File: src/rtl/bsg_down_ch_ctrl_if.sv
// Signal bundle between the downstream channel controller, the link pins,
// the word buffer and the core. Stats ports appear with BSG_DOWN_CTRL_STATS_EN.
interface bsg_down_ch_ctrl_if #(
    parameter int unsigned ADDR_W = 6
);
    logic              io_valid_in;
    logic [7:0]        io_data_in;
    logic              io_token_out;
    logic              buf_we;
    logic [ADDR_W-1:0] buf_waddr;
    logic [15:0]       buf_wdata;
    logic [ADDR_W-1:0] buf_raddr;
    logic [15:0]       buf_rdata;
    logic              core_ready;
    logic              core_valid_out;
    logic [31:0]       core_data_out;
    logic              full;
    logic              empty;
    logic              overflow_err;
`ifdef BSG_DOWN_CTRL_STATS_EN
    logic [31:0]       stat_words_in;
    logic [31:0]       stat_words_out;
    logic [15:0]       stat_drops;

    modport master (
        output io_valid_in, io_data_in, buf_rdata, core_ready,
        input  io_token_out, buf_we, buf_waddr, buf_wdata, buf_raddr,
               core_valid_out, core_data_out, full, empty, overflow_err,
               stat_words_in, stat_words_out, stat_drops
    );

    modport slave (
        input  io_valid_in, io_data_in, buf_rdata, core_ready,
        output io_token_out, buf_we, buf_waddr, buf_wdata, buf_raddr,
               core_valid_out, core_data_out, full, empty, overflow_err,
               stat_words_in, stat_words_out, stat_drops
    );
`else
    modport master (
        output io_valid_in, io_data_in, buf_rdata, core_ready,
        input  io_token_out, buf_we, buf_waddr, buf_wdata, buf_raddr,
               core_valid_out, core_data_out, full, empty, overflow_err
    );

    modport slave (
        input  io_valid_in, io_data_in, buf_rdata, core_ready,
        output io_token_out, buf_we, buf_waddr, buf_wdata, buf_raddr,
               core_valid_out, core_data_out, full, empty, overflow_err
    );
`endif
endinterface

File: src/rtl/bsg_down_ch_ctrl.sv
// Downstream channel buffer controller: byte->word packing on the write side,
// word-pair->32b assembly on the read side, token return. Optional stats: BSG_DOWN_CTRL_STATS_EN.
module bsg_down_ch_ctrl #(
    parameter int unsigned ADDR_W      = 6,
    parameter int unsigned TOKEN_BATCH = 4
) (
    input  logic              clk,
    input  logic              rst,
    bsg_down_ch_ctrl_if.slave bus
);
    localparam int unsigned PTR_W = ADDR_W + 1;
    localparam int unsigned TOK_W = $clog2(TOKEN_BATCH + 1);

    typedef enum logic {WPH_HI = 1'b0, WPH_LO = 1'b1} wphase_e;
    typedef enum logic {RPH_HI = 1'b0, RPH_LO = 1'b1} rphase_e;

    wphase_e          wphase_q, wphase_d;
    rphase_e          rphase_q, rphase_d;
    logic [PTR_W-1:0] wptr_q, wptr_d;
    logic [PTR_W-1:0] rptr_q, rptr_d;
    logic [7:0]       byte_q, byte_d;
    logic [15:0]      half_q, half_d;
    logic [TOK_W-1:0] tok_cnt_q, tok_cnt_d;
    logic             token_q, token_d;
    logic             cvalid_q, cvalid_d;
    logic [31:0]      cdata_q, cdata_d;
    logic             ovf_q, ovf_d;

    logic full_c, empty_c, wr_fire_c, drop_c, rd_fire_c;

    // Status is derived from pre-cycle pointers, so a same-cycle read never rescues a write.
    assign empty_c   = (wptr_q == rptr_q);
    assign full_c    = (wptr_q[ADDR_W] != rptr_q[ADDR_W]) &&
                       (wptr_q[ADDR_W-1:0] == rptr_q[ADDR_W-1:0]);
    assign wr_fire_c = bus.io_valid_in && (wphase_q == WPH_LO) && !full_c;
    assign drop_c    = bus.io_valid_in && (wphase_q == WPH_LO) && full_c;
    assign rd_fire_c = bus.core_ready && !empty_c;

    assign bus.full           = full_c;
    assign bus.empty          = empty_c;
    assign bus.buf_we         = wr_fire_c;
    assign bus.buf_waddr      = wptr_q[ADDR_W-1:0];
    assign bus.buf_wdata      = {byte_q, bus.io_data_in};
    assign bus.buf_raddr      = rptr_q[ADDR_W-1:0];
    assign bus.io_token_out   = token_q;
    assign bus.core_valid_out = cvalid_q;
    assign bus.core_data_out  = cdata_q;
    assign bus.overflow_err   = ovf_q;

    always_ff @(posedge clk) begin
        if (rst) begin
            wphase_q  <= WPH_HI;
            rphase_q  <= RPH_HI;
            wptr_q    <= '0;
            rptr_q    <= '0;
            byte_q    <= '0;
            half_q    <= '0;
            tok_cnt_q <= '0;
            token_q   <= 1'b0;
            cvalid_q  <= 1'b0;
            cdata_q   <= '0;
            ovf_q     <= 1'b0;
        end else begin
            wphase_q  <= wphase_d;
            rphase_q  <= rphase_d;
            wptr_q    <= wptr_d;
            rptr_q    <= rptr_d;
            byte_q    <= byte_d;
            half_q    <= half_d;
            tok_cnt_q <= tok_cnt_d;
            token_q   <= token_d;
            cvalid_q  <= cvalid_d;
            cdata_q   <= cdata_d;
            ovf_q     <= ovf_d;
        end
    end

    always_comb begin
        wphase_d  = wphase_q;
        rphase_d  = rphase_q;
        wptr_d    = wptr_q;
        rptr_d    = rptr_q;
        byte_d    = byte_q;
        half_d    = half_q;
        tok_cnt_d = tok_cnt_q;
        token_d   = 1'b0;
        cvalid_d  = 1'b0;
        cdata_d   = cdata_q;
        ovf_d     = ovf_q;

        if (bus.io_valid_in) begin
            if (wphase_q == WPH_HI) begin
                byte_d   = bus.io_data_in;
                wphase_d = WPH_LO;
            end else begin
                wphase_d = WPH_HI;
                if (full_c) begin
                    ovf_d = 1'b1;
                end else begin
                    wptr_d = wptr_q + PTR_W'(1);
                end
            end
        end

        if (rd_fire_c) begin
            rptr_d = rptr_q + PTR_W'(1);
            if (rphase_q == RPH_HI) begin
                half_d   = bus.buf_rdata;
                rphase_d = RPH_LO;
            end else begin
                cdata_d  = {half_q, bus.buf_rdata};
                cvalid_d = 1'b1;
                rphase_d = RPH_HI;
            end
            // One credit per TOKEN_BATCH words freed.
            if (tok_cnt_q == TOK_W'(TOKEN_BATCH - 1)) begin
                token_d   = 1'b1;
                tok_cnt_d = '0;
            end else begin
                tok_cnt_d = tok_cnt_q + TOK_W'(1);
            end
        end
    end

`ifdef BSG_DOWN_CTRL_STATS_EN
    logic [31:0] words_in_q, words_out_q;
    logic [15:0] drops_q;

    always_ff @(posedge clk) begin
        if (rst) begin
            words_in_q  <= '0;
            words_out_q <= '0;
            drops_q     <= '0;
        end else begin
            if (wr_fire_c) words_in_q <= words_in_q + 32'(1);
            if (cvalid_d) words_out_q <= words_out_q + 32'(1);
            if (drop_c && (drops_q != 16'hFFFF)) drops_q <= drops_q + 16'(1);
        end
    end

    assign bus.stat_words_in  = words_in_q;
    assign bus.stat_words_out = words_out_q;
    assign bus.stat_drops     = drops_q;
`else
    logic unused_drop_c;
    assign unused_drop_c = drop_c;
`endif

endmodule
File: src/flat_wrapper.sv
// flat-port wrapper written by rule: the top's interface ports become plain ports
module bsg_down_ch_ctrl_flat 
#(
    parameter int unsigned ADDR_W      = 6,
    parameter int unsigned TOKEN_BATCH = 4
)
  (clk, rst, bus_io_valid_in, bus_io_data_in, bus_buf_rdata, bus_core_ready, bus_io_token_out, bus_buf_we, bus_buf_waddr, bus_buf_wdata, bus_buf_raddr, bus_core_valid_out, bus_core_data_out, bus_full, bus_empty, bus_overflow_err);
  bsg_down_ch_ctrl_if #(.ADDR_W(ADDR_W)) bus_i ();
  input  logic clk;
  input  logic rst;
  input wire logic [$bits(bus_i.io_valid_in)-1:0] bus_io_valid_in;
  input wire logic [$bits(bus_i.io_data_in)-1:0] bus_io_data_in;
  input wire logic [$bits(bus_i.buf_rdata)-1:0] bus_buf_rdata;
  input wire logic [$bits(bus_i.core_ready)-1:0] bus_core_ready;
  output wire logic [$bits(bus_i.io_token_out)-1:0] bus_io_token_out;
  output wire logic [$bits(bus_i.buf_we)-1:0] bus_buf_we;
  output wire logic [$bits(bus_i.buf_waddr)-1:0] bus_buf_waddr;
  output wire logic [$bits(bus_i.buf_wdata)-1:0] bus_buf_wdata;
  output wire logic [$bits(bus_i.buf_raddr)-1:0] bus_buf_raddr;
  output wire logic [$bits(bus_i.core_valid_out)-1:0] bus_core_valid_out;
  output wire logic [$bits(bus_i.core_data_out)-1:0] bus_core_data_out;
  output wire logic [$bits(bus_i.full)-1:0] bus_full;
  output wire logic [$bits(bus_i.empty)-1:0] bus_empty;
  output wire logic [$bits(bus_i.overflow_err)-1:0] bus_overflow_err;
  assign bus_i.io_valid_in = bus_io_valid_in;
  assign bus_i.io_data_in = bus_io_data_in;
  assign bus_i.buf_rdata = bus_buf_rdata;
  assign bus_i.core_ready = bus_core_ready;
  assign bus_io_token_out = bus_i.io_token_out;
  assign bus_buf_we = bus_i.buf_we;
  assign bus_buf_waddr = bus_i.buf_waddr;
  assign bus_buf_wdata = bus_i.buf_wdata;
  assign bus_buf_raddr = bus_i.buf_raddr;
  assign bus_core_valid_out = bus_i.core_valid_out;
  assign bus_core_data_out = bus_i.core_data_out;
  assign bus_full = bus_i.full;
  assign bus_empty = bus_i.empty;
  assign bus_overflow_err = bus_i.overflow_err;
  bsg_down_ch_ctrl #(.ADDR_W(ADDR_W), .TOKEN_BATCH(TOKEN_BATCH)) u_core (.clk(clk), .rst(rst), .bus(bus_i));
endmodule
File: config.mk
export PLATFORM = sky130hd
export DESIGN_NAME = bsg_down_ch_ctrl_flat
export DESIGN_NICKNAME = d
export VERILOG_FILES = /design/src/rtl/bsg_down_ch_ctrl_if.sv /design/src/rtl/bsg_down_ch_ctrl.sv /design/src/flat_wrapper.sv
export SDC_FILE = /design/constraint.sdc
export NUM_CORES = 1
export LEC_CHECK = 0
export CAP_MARGIN = 0
export CORE_ASPECT_RATIO = 1.75
export CORE_MARGIN = 2
export CORE_UTILIZATION = 43
export DETAILED_ROUTE_END_ITERATION = 10
export PLACE_DENSITY = 0.76
export SLEW_MARGIN = 40
export SYNTH_ARGS = -nofsm -noshare
export SYNTH_HDL_FRONTEND = slang
export SYNTH_SLANG_ARGS = --single-unit
File: constraint.sdc
create_clock -name clk -period 1.9 [get_ports clk]
set_input_delay 0.57 -clock clk [delete_from_list [all_inputs] [get_ports clk]]
set_output_delay 0.57 -clock clk [all_outputs]
set_load 0.01 [all_outputs]
======== Yosys cells after proc, flatten, opt, wreduce, memory -nomap -nowiden ========
Cells that the tools add are included.
word-level totals
  register bits after elaboration ......... 78
  latch bits .............................. 0
  bits in writable memories ............... 0
  ROM bits ................................ 0
  memories kept ........................... 0
operators by class
  add/subtract/negate cells ............... 3
  multiply operators ...................... 0
  div/mod/pow operators ................... 0
  magnitude comparators ................... 0
  equal/unequal tests ..................... 4
  shift-type cells ........................ 0
  mux-type cells .......................... 5
  bitwise operators ....................... 4
  reduce and logical (&&, ||, !) cells .... 12
operators with widths
  operator               number
  $add A7 B1 Y7 const B  2
  $eq A7 B7 Y1           1
  $eq A6 B6 Y1           1
  $reduce_and A2 Y1      3
  $reduce_and A3 Y1      2
  $logic_and A1 B1 Y1    4
  $mux W1                4
  $not A1 Y1             4
  $add A3 B1 Y3 const B  1
  $eq A3 B2 Y1 const B   1
  $mux W3                1
  $logic_not A1 Y1       2
  $reduce_or A2 Y1       1
  $ne A1 B1 Y1           1

======== Logic depth before layout (Yosys ltp) ========
Gate-level depths: netlist of the first run.
  depth after elaboration ................. 5
  gate-level depth with buffers ........... 7

======== Worst setup path before layout of the first run ========
Ideal clock, no wire load.
  path type ............................... register -> output
  start ................................... reg u_core.wptr_q[3]
  end ..................................... out bus_full
  arrival time ............................ 1.402 ns
  required time ........................... 1.330 ns
  setup slack ............................. -0.072 ns
  stages on the path, launching flop included .. 5
  cell sequence ........................... dfxtp_1 xor2_1 nor4_4 buf_4 and2_1
between the ends
  longest elaborated chain between the ends .. 2
ends and longest elaborated chain
  item                    RTL line                RTL
  start, declared         bsg_down_ch_ctrl.sv:19  logic [PTR_W-1:0] wptr_q, wptr_d;
  start signal, assigned  bsg_down_ch_ctrl.sv:66  wptr_q <= wptr_d;
  $eq A6 B6 Y1            bsg_down_ch_ctrl.sv:34  (wptr_q[ADDR_W-1:0] == rptr_q[ADDR_W-1:0]);
  $logic_and A1 B1 Y1     bsg_down_ch_ctrl.sv:33  assign full_c = (wptr_q[ADDR_W] != rptr_q[ADDR_W]) &&
  end, declared           flat_wrapper.sv:22      output wire logic [$bits(bus_i.full)-1:0] bus_full;
Every way passes these cells.

======== Final worst setup path of the first run ========
  start ................................... reg u_core.rptr_q[5]
  end ..................................... out bus_full
between the ends
  longest elaborated chain between the ends .. 2
ends and longest elaborated chain
  item                    RTL line                RTL
  start, declared         bsg_down_ch_ctrl.sv:20  logic [PTR_W-1:0] rptr_q, rptr_d;
  start signal, assigned  bsg_down_ch_ctrl.sv:67  rptr_q <= rptr_d;
  $eq A6 B6 Y1            bsg_down_ch_ctrl.sv:34
  $logic_and A1 B1 Y1     bsg_down_ch_ctrl.sv:33
Every way passes these cells.

==> results of run 1 <==
## worst max path at each step
stage / from / endpoint / depth (start not counted)
2_1_floorplan: u_core.wptr_q[5] / bus_full / 4
3_5_place_dp: bus_io_valid_in / bus_buf_we / 4
5_1_grt: u_core.rptr_q[5] / bus_full / 5
3_3_place_gp: bus_io_valid_in / bus_buf_we / 4
4_1_cts: u_core.rptr_q[3] / bus_full / 5
6_report: u_core.rptr_q[5] / bus_full / 5
## power groups by stage
stage	clock network [mW]	registers (mW)	logic (mW)
floorplan	0	1.77	0.273
global placement	0	1.76	0.479
detailed placement	0	1.76	0.489
CTS	2.00	1.73	0.493
global route	2.08	1.73	0.527
finish	1.96	1.73	0.486
## state kept, by name, indices dropped and copies added (netlist names), 3 cells and up
name,count
u_core.wptr_q,7
u_core.tok_cnt_q,3
u_core.half_q,16
u_core.rptr_q,7
u_core.bus.core_data_out,32
u_core.byte_q,8
## layout by cell type, fill, tap and decap left out, types with 5 or more instances in the layout
| cell | synthesis | final |
|---|---|---|
| buf_4 | 21 | 31 |
| clkbuf_16 | 0 | 9 |
| clkdlybuf4s50_1 | 0 | 69 |
| dfxtp_2 | 0 | 5 |
| dlygate4sd2_1 | 0 | 12 |
| mux2i_1 | 52 | 51 |
| clkdlybuf4s15_1 | 0 | 5 |
| a21oi_1 | 18 | 18 |
| dfxtp_1 | 78 | 73 |
| nand4_1 | 6 | 6 |
| nand2_1 | 21 | 21 |
| xnor2_1 | 11 | 11 |
| nor2_1 | 66 | 66 |
## logic make-up after synthesis
group,Yosys count
DFF,78
AOI/OAI and AO/OA,25
muxes,54
adders and majority gates,3
buffers and inverters,41
xor gates and xnor gates,17
and+or+nand+nor,112
## area by class of cell
class | instances | area (sq um)
clock buffers | 9 | 225.2
fillers | 612 | 2773
inverters | 3 | 11.26
multi-input cells | 211 | 1461
repair buffers | 127 | 1194
clock inverters | 7 | 120.1
well taps | 88 | 110.1
flip-flops and latches | 78 | 1568
## critical path: cells and delay by family, from the launching register on
| family | cells | cell delay (ns) |
|---|---|---|
| xor gates and xnor gates | 1 | 0.18 |
| DFF | 1 | 0.32 |
| and+or+nand+nor | 2 | 0.48 |
| buffers and inverters | 2 | 0.26 |
## repair_timing
action	CTS	global route
resized for setup	41	12
hold endpoints to repair	0	0
endpoints found under the setup margin	22	54
buffers inserted	4	1
pin swaps	6	3
## metal layers
| layer | GRT usage (%) | wire length, um |
|---|---|---|
| met1 | 18.36 | 2653 |
| met4 | 10.58 | 241 |
| met5 | 0 | 0 |
| met2 | 34.98 | 4084 |
| met3 | 3.723 | 300 |
## metrics by stage
step	setup slack (ns)	TNS [ns]	total power, mW	instances	utilization, %
6_report	-0.2551	-0.5975	4.176	523	62.84
5_1_grt	-0.3230	-0.7892	4.340	523	62.84
4_1_cts	-0.2929	-0.7058	4.225	524	62.78
3_5_place_dp	-0.4608	-8.432	2.252	504	57.73
3_3_place_gp	-0.4556	-6.166	2.238	504	57.73
2_1_floorplan	-0.01291	-0.01980	2.041	330	-
==> results.py, run 1 <==
metrics = {
    "yosys": {
        "ys_seq_area_share_pct": 48.06,
        "synth.mux.area_fraction_pct": 16.71,
        "synth_top_area_share_pct": 48.06,
        "synth-edff-count": 0,
        "postSynthAreaPerCell_sq_um": 9.847,
        "synth_area_sq_um": 3249,
        "synth_ff_type": "dfxtp_1",
        "synth_fp_nets": 361,
        "ys_ff_latch": 78,
        "synth_compound_area_share_pct": 5.083,
        "yosysWarningCount": 0,
        "synth-xor-area-share_pct": 4.813,
        "yosys-top-cells-area": "dfxtp_1 (48%), mux2i_1 (16%), nor2_1 (7.6%)",
        "synth_cells": 330,
        "synth.most_common_cell": "dfxtp_1",
        "synth_top_family_by_area": "multiplexers",
        "synthSimpleGateAreaFrac_pct": 15.83,
        "synthTopCellsByCount": "dfxtp_1 (78), nor2_1 (66), mux2i_1 (52)",
        "synth.distinct_cells": 32,
        "async_flop_share_pct": 0,
        "synthAdderAreaFrac_pct": 1.155,
        "synth_top_cell_by_area": "dfxtp_1",
    },
    "timing": {
        "fin_crit_sh_pct": 113.4,
        "hold_violations": 0,
        "timing.clock.skew_ns": 0.007824,
        "fin_crit_ns": 2.155,
        "maxSlewHeadroom_pct": 70.28,
        "maxSlewViolCount": 0,
        "max_clock_freq_mhz": 464.0,
        "timing.final.ws_setup_ns": -0.2551,
        "rsz0062_at_grt": "yes",
        "hold_slack_ns": 0.4526,
        "setup_viol": 3,
        "worstMarginPinSlew_ns": 0.4457,
    },
    "critical_path": {
        "cp.required_ns": 1.33,
        "critPathLaunchType": "register",
        "cp_max_fo": 3,
        "end_kind": "primary output",
        "r2r_cells": 7,
        "path_cells": "xor2_1 > nor4_4 > buf_4 > and2_4 > buf_6",
        "critPathKind": "register to primary output",
        "reg2reg_from": "u_core.rptr_q[5]",
        "arrival_ns": 1.59,
        "critPathSlowestCell": "nor4_4",
        "max_stage_delay_ns": 0.34,
        "r2r-end": "u_core.rptr_q[6]",
        "reg2reg_setup_slack_ns": 0.08,
    },
    "floorplan": {
        "die_h_um": 119.0,
        "start_util_pct": 43.54,
        "die_area_sq_um": 8295,
        "coreArea_sq_um": 7462,
        "rows": 42,
        "die_w_um": 69.71,
        "ios": 94,
    },
    "global_route": {
        "first_global_vias": 2659,
        "grt-ovfl-total": 0,
        "gr-usage-all-layers_pct": 18.55,
        "grt_pass1_wl_um": 12210,
        "grt_max_degree": 47,
        "antenna_found_initial": 0,
    },
    "worst_hold_path": {
        "holdPathStages": 2,
        "hp-class": "register to register",
        "worstHoldStart": "u_core.byte_q[1]",
        "worstHoldEndpoint": "u_core.byte_q[1]",
    },
    "routing": {
        "routedWlPerCell_um": 13.92,
        "vias": 2544,
        "routed_wirelength_um": 7279,
        "dr.pass1.iters": 6,
        "drc_errors": 0,
        "drt_iter0_drc": 111,
        "final_antenna_net_count": 0,
        "vias_per_cell": 4.864,
    },
    "power_and_ir_drop": {
        "power.leakage_nw": 1.849,
        "pwr-share-comb_pct": 11.6,
        "p_switching_mw": 0.9320,
        "powerDensity_nw_per_um2": 890.4,
        "internal_power_mw": 3.244,
        "power_frac_seq_pct": 41.3,
        "pwr-share-clk_pct": 47.0,
        "p_sw_share_pct": 22.32,
        "peakVddDrop_mv": 0.7378,
    },
    "placed_design": {
        "gp_congestion": 0.8548,
        "io_buffers": 93,
        "hpwl_um": 5261,
        "placed_area_sq_um": 4308,
    },
    "clock_tree": {
        "htree_levels": 3,
        "cts_tree": "done",
        "cts_made_buffers": 9,
        "ctsHoldBuffers": 0,
        "clk_pin_slew_ns": 0.06,
        "cts_max_path_buffers": 2,
        "clock-sinks": 78,
        "cts-root-buf": "clkbuf_16",
        "insertion_delay_ns": 0.33,
    },
    "status": {
        "outcome": "finished with violations",
        "violations": "setup timing",
    },
    "cells_and_area": {
        "drive_above_1_share_pct": 17.93,
        "stdcell_area_sq_um": 4690,
        "nets": 461,
        "syn2layout_area_growth_pct": 44.32,
        "n_antenna_cell": 0,
    },
    "job": {
        "cap_violations": 0,
    },
}
Note: power is estimated with default switching activity, not from simulation.
==> run 2, diff against run 1 <==
--- a/config.mk
+++ b/config.mk
@@ -10,6 +10,7 @@
 export CORE_MARGIN = 2
 export CORE_UTILIZATION = 43
 export DETAILED_ROUTE_END_ITERATION = 10
+export HOLD_SLACK_MARGIN = 0.1
 export PLACE_DENSITY = 0.76
 export SLEW_MARGIN = 40
 export SYNTH_ARGS = -nofsm -noshare
==> results of run 2 <==
Same layout as run 1: the final DEF is identical, and so are final timing and power.
